--- src/rtl/piso_serializer_pkg.sv ---
// Shared definitions for the parallel-in serial-out transmitter.
// State encodings are plain constants so legacy code can match on them.
package piso_serializer_pkg;

    localparam logic [0:0] StIdle  = 1'b0;
    localparam logic [0:0] StShift = 1'b1;

    // Bit counter width for a given word width.
    function automatic int unsigned cnt_w(input int unsigned width);
        return (width < 2) ? 1 : $clog2(width);
    endfunction

endpackage

--- src/rtl/piso_serializer.sv ---
// Ready/valid loaded shift register that emits a word one bit per enabled cycle.
// Back-to-back words reload on the last bit so the serial stream has no bubble.
module piso_serializer
    import piso_serializer_pkg::*;
#(
    parameter int unsigned WIDTH     = 4,
    parameter bit          LSB_FIRST = 1'b1
) (
    input  logic             clk,
    input  logic             reset,
    input  logic             load_valid,
    output logic             load_ready,
    input  logic [WIDTH-1:0] load_data,
    input  logic             en,
    output logic             sout,
    output logic             sout_valid,
    output logic             done
);

    localparam int unsigned     CntW    = cnt_w(WIDTH);
    localparam logic [CntW-1:0] CntLast = CntW'(WIDTH - 1);

    logic [0:0]       state_q, state_d;
    logic [WIDTH-1:0] shreg_q, shreg_d;
    logic [CntW-1:0]  cnt_q, cnt_d;
    logic [WIDTH-1:0] shreg_shifted;
    logic             last;
    logic             accept;

    always_comb begin
        last       = (state_q == StShift) && (cnt_q == CntLast);
        done       = last && en;
        // Gated by reset so nothing is offered while the block is held in reset.
        load_ready = reset && ((state_q == StIdle) || (last && en));
        accept     = load_valid && load_ready;
        sout       = LSB_FIRST ? shreg_q[0] : shreg_q[WIDTH-1];
        sout_valid = (state_q == StShift);
    end

    always_comb begin
        if (LSB_FIRST) begin
            shreg_shifted = {1'b0, shreg_q[WIDTH-1:1]};
        end else begin
            shreg_shifted = {shreg_q[WIDTH-2:0], 1'b0};
        end
    end

    always_comb begin
        state_d = state_q;
        shreg_d = shreg_q;
        cnt_d   = cnt_q;
        case (state_q)
            StIdle: begin
                if (accept) begin
                    shreg_d = load_data;
                    cnt_d   = '0;
                    state_d = StShift;
                end
            end
            StShift: begin
                if (en) begin
                    if (last) begin
                        cnt_d = '0;
                        if (accept) begin
                            shreg_d = load_data;
                        end else begin
                            shreg_d = '0;
                            state_d = StIdle;
                        end
                    end else begin
                        cnt_d   = cnt_q + CntW'(1);
                        shreg_d = shreg_shifted;
                    end
                end
            end
            default: begin
                state_d = StIdle;
                shreg_d = '0;
                cnt_d   = '0;
            end
        endcase
    end

    always_ff @(posedge clk or negedge reset) begin
        if (!reset) begin
            state_q <= StIdle;
            shreg_q <= '0;
            cnt_q   <= '0;
        end else begin
            state_q <= state_d;
            shreg_q <= shreg_d;
            cnt_q   <= cnt_d;
        end
    end

endmodule

--- config.mk ---
export PLATFORM = sky130hd
export DESIGN_NAME = piso_serializer
export DESIGN_NICKNAME = d
export VERILOG_FILES = /design/src/rtl/piso_serializer_pkg.sv /design/src/rtl/piso_serializer.sv
export SDC_FILE = /design/constraint.sdc
export NUM_CORES = 1
export LEC_CHECK = 0
export CAP_MARGIN = 25
export CORE_AREA = 2 2 39 41
export DETAILED_ROUTE_END_ITERATION = 8
export DIE_AREA = 0 0 41 43
export PLACE_DENSITY = 0.55
export SLEW_MARGIN = 15
export SYNTH_ARGS = -nofsm -noshare
export SYNTH_HDL_FRONTEND = slang
export SYNTH_SLANG_ARGS = --single-unit
--- constraint.sdc ---
create_clock -name clk -period 3.7 [get_ports clk]
set_input_delay 0.74 -clock clk [delete_from_list [all_inputs] [get_ports clk]]
set_output_delay 0.74 -clock clk [all_outputs]
set_load 0.01 [all_outputs]
==> metrics.md <==
| Metric | Value |
|---|---|
| Number of vias after detailed routing | `327` |
| Comb pwr share | `43.4%` |
| Drt initial violations | `2` |
| Die outline height | `43 um` |
| Share of layout cells above drive strength 1 | `7.55%` |
| Root Buffer | `sky130_fd_sc_hd__clkbuf_4` |
| Setup Buffers After CTS | `0` |
| Count of final hold-check violations | `0` |
| Width of the die | `41 um` |
| Core region area | `0.00138 mm^2` |
| Fill cell count | `154` |
| Average cell area after synthesis | `9.69 um^2` |
| R2R setup slack | `2.46 ns` |
| Startpoint class of the critical path | `input pin` |
| # IOs | `12` |
| Share of the clock period used by the worst path after layout | `75.8%` |
| Vias in the first global route | `307` |
| Cell count after synthesis | `39` |
| Remaining max-slew budget at the tightest pin | `83.0%` |
| Number of buffers added on ports | `11` |
| Buffers from clock root to sink, at most | `2` |
| Layout net count | `63` |
| Post-synthesis cell type count | `19` |
| Post-detailed-route count of antenna-violating nets | `0` |
| Endpoint required time on the critical path | `2.96 ns` |
| Layout-stage area growth over the synthesis result | `37.4%` |
| Htree depth | `1` |
| Clock transition at the register clock pins on the worst setup and hold paths after CTS | `0.05 ns` |
| Final wirelength | `839 um` |
| Post-place instance area | `493 um^2` |
| Register-to-Register Path Depth | `3` |
| Worst-Margin Slew | `0.254 ns` |
| Starting Density | `27.3%` |
| Max capacitance violation total | `0` |
| Total Power Consumption | `0.364 mW` |
| Sw Share | `35.1%` |
| Leakage power total | `0.224 nW` |
| Vias/cell | `4.74` |
| Hold buffer count at cts | `0` |
| Minimum setup slack in the final design | `0.897 ns` |
| Final design instance area without fill | `519 um^2` |
| Number of enable-type register cells in the synthesized netlist | `0` |
| Internal Pwr Total | `0.236 mW` |
| Half-perimeter wire length after placement | `607 um` |
| Critical path class | `input pin to primary output` |
| Num CTS Buffers | `3` |
| Gates resized, CTS repair | `0` |
| Overall die area | `0.00176 mm^2` |
| Total Neg Setup Slack | `0 ns` |
| Total global routing track utilization | `12.5%` |
| Total of flip-flops plus latches after synthesis | `7` |
| Instance count along the most critical hold path | `1` |
| Sequential fraction of the synthesis area | `46.4%` |
| Source of the worst hold timing path | `cnt_q[0]` |
| Hold crit path type | `flip-flop to flip-flop` |
| Maximum vdd ir drop | `0.352 mV` |
| DP Worst Slack | `0.902 ns` |
| Crit. End Element | `primary output` |
| RSZ-0062 raised after global routing | `false` |
| Worst endpoint data arrival time | `2.06 ns` |
| Part of the total power dissipated in sequential elements | `37.3%` |
| GP Congestion | `0.707` |
| # rows | `14` |
| Clock latency reported for the late side of the worst-skew pair | `0.26 ns` |
| Post-route DRC violation count | `0` |
| Antenna diode count | `0` |
| Clock Power Share | `19.3%` |
| Primary FF master, synth | `sky130_fd_sc_hd__dfrtp_1` |
| Pwr dens | `701 mW/mm^2` |
| Hold Slack | `0.485 ns` |
| Worst r2r dst | `cnt_q[1]` |
| Worst Hold Endpoint | `cnt_q[0]` |
| Fin Clk Skew | `0.00598 ns` |
| Worst reg2reg startpoint | `sout_valid` |
| Initial antenna violation count | `0` |
| FMAX | `357 MHz` |
| Detail-routed net length per standard cell | `12.2 um` |
| Overflow left after global routing | `0` |
| Cell Area, Synth | `378 um^2` |
| Max-slew violation count | `0` |
| Number of synthesis warnings | `0` |
| Shortest clock period the worst path allows after layout | `2.80 ns` |
| Wire length of the first global-routing pass | `1350 um` |
| Max FO, Critical Path | `3` |
| Status | `finished, final reports clean` |
| Largest net degree at the start of global routing | `12` |
| Pre-Repair DR Iteration Count | `3` |
| Async set-or-reset flop fraction in the synthesized netlist | `100%` |
| Post-Synthesis Net Count | `48` |
| Number of clock sinks seen by CTS | `7` |
| Final count of negative-setup-slack endpoints | `0` |
| Power dissipated by switching net loads | `0.128 mW` |
| TritonCTS clock tree | `done` |
[how the worst max path moves through the flow]
stage | slack [ns] | end | from
final | 0.90 | load_ready | en
after global routing | 0.86 | load_ready | reset
after CTS | 0.89 | load_ready | en
after detailed placement | 0.90 | load_ready | en
after global placement | 0.90 | load_ready | en
after floorplan | 1.82 | load_ready | en
[kinds of logic after synthesis]
logic type / synth area share (%)
simple gates: 19.2
compound gates: 19.5
flops: 46.4
buf+inv: 8.94
mux: 2.65
fa+ha+maj: 3.31
[routing by layer]
| layer | global-route usage, % | share of wire [%] | vias to the layer above |
|---|---|---|---|
| met5 | 0 | 0 | - |
| met4 | 10.0 | 2.3 | 0 |
| met3 | 8.90 | 9.5 | 2 |
| met2 | 15.9 | 44 | 11 |
| met1 | 13.4 | 45 | 147 |
| li1 | - | - | 167 |
[power groups by stage]
stage / Sequential [mW] / Combinational, mW / Clock, mW
2_1_floorplan: 0.138 / 0.108 / 0
3_3_place_gp: 0.137 / 0.159 / 0
3_5_place_dp: 0.138 / 0.160 / 0
4_1_cts: 0.137 / 0.162 / 0.0747
5_1_grt: 0.141 / 0.183 / 0.0759
6_report: 0.136 / 0.158 / 0.0701
[synthesized netlist by cell type, types with 2 or more instances]
master                    instances  area share [%]
sky130_fd_sc_hd__nand2_1          4             4.0
sky130_fd_sc_hd__a31oi_1          3             5.0
sky130_fd_sc_hd__o21ai_0          5             6.6
sky130_fd_sc_hd__dfrtp_1          7              46
sky130_fd_sc_hd__buf_6            2             6.0
sky130_fd_sc_hd__inv_1            3             3.0
sky130_fd_sc_hd__nor3_1           3             4.0
[stage by stage]
stage / util, % / cells
2_1_floorplan: - / 39
3_3_place_gp: 35.6 / 65
3_5_place_dp: 35.6 / 65
4_1_cts: 37.5 / 69
5_1_grt: 37.5 / 69
6_report: 37.5 / 69
[worst max-delay path, stage by stage]
cell	delay (ns)
sky130_fd_sc_hd__clkdlybuf4s50_1	0.48
sky130_fd_sc_hd__and3_1	0.19
sky130_fd_sc_hd__o21a_1	0.12
sky130_fd_sc_hd__clkdlybuf4s50_1	0.53
[cell type report]
class	instances	area [um^2]	share of cell area (%)
Tap cell	16	20.0	3.86
Multi-Input combinational cell	27	169	32.5
Timing Repair Buffer	12	118	22.7
Inverter	3	11.3	2.17
Sequential cell	7	175	33.7
Clock buffer	4	26.3	5.06
[cell usage in the layout (no fill, tap or decap), types with 3 or more instances in the layout]
| cell type | netlist | layout |
|---|---|---|
| sky130_fd_sc_hd__nand2_1 | 4 | 4 |
| sky130_fd_sc_hd__nor3_1 | 3 | 3 |
| sky130_fd_sc_hd__a31oi_1 | 3 | 3 |
| sky130_fd_sc_hd__o21ai_0 | 5 | 5 |
| sky130_fd_sc_hd__clkdlybuf4s50_1 | 0 | 11 |
| sky130_fd_sc_hd__dfrtp_1 | 7 | 7 |
| sky130_fd_sc_hd__inv_1 | 3 | 3 |
| sky130_fd_sc_hd__clkbuf_4 | 0 | 3 |
[state kept, by name, indices dropped and copies added, names as in the netlist]
register    count
shreg_q         4
cnt_q           2
sout_valid      1
No activity file was read; power rests on OpenSTA's default activity.
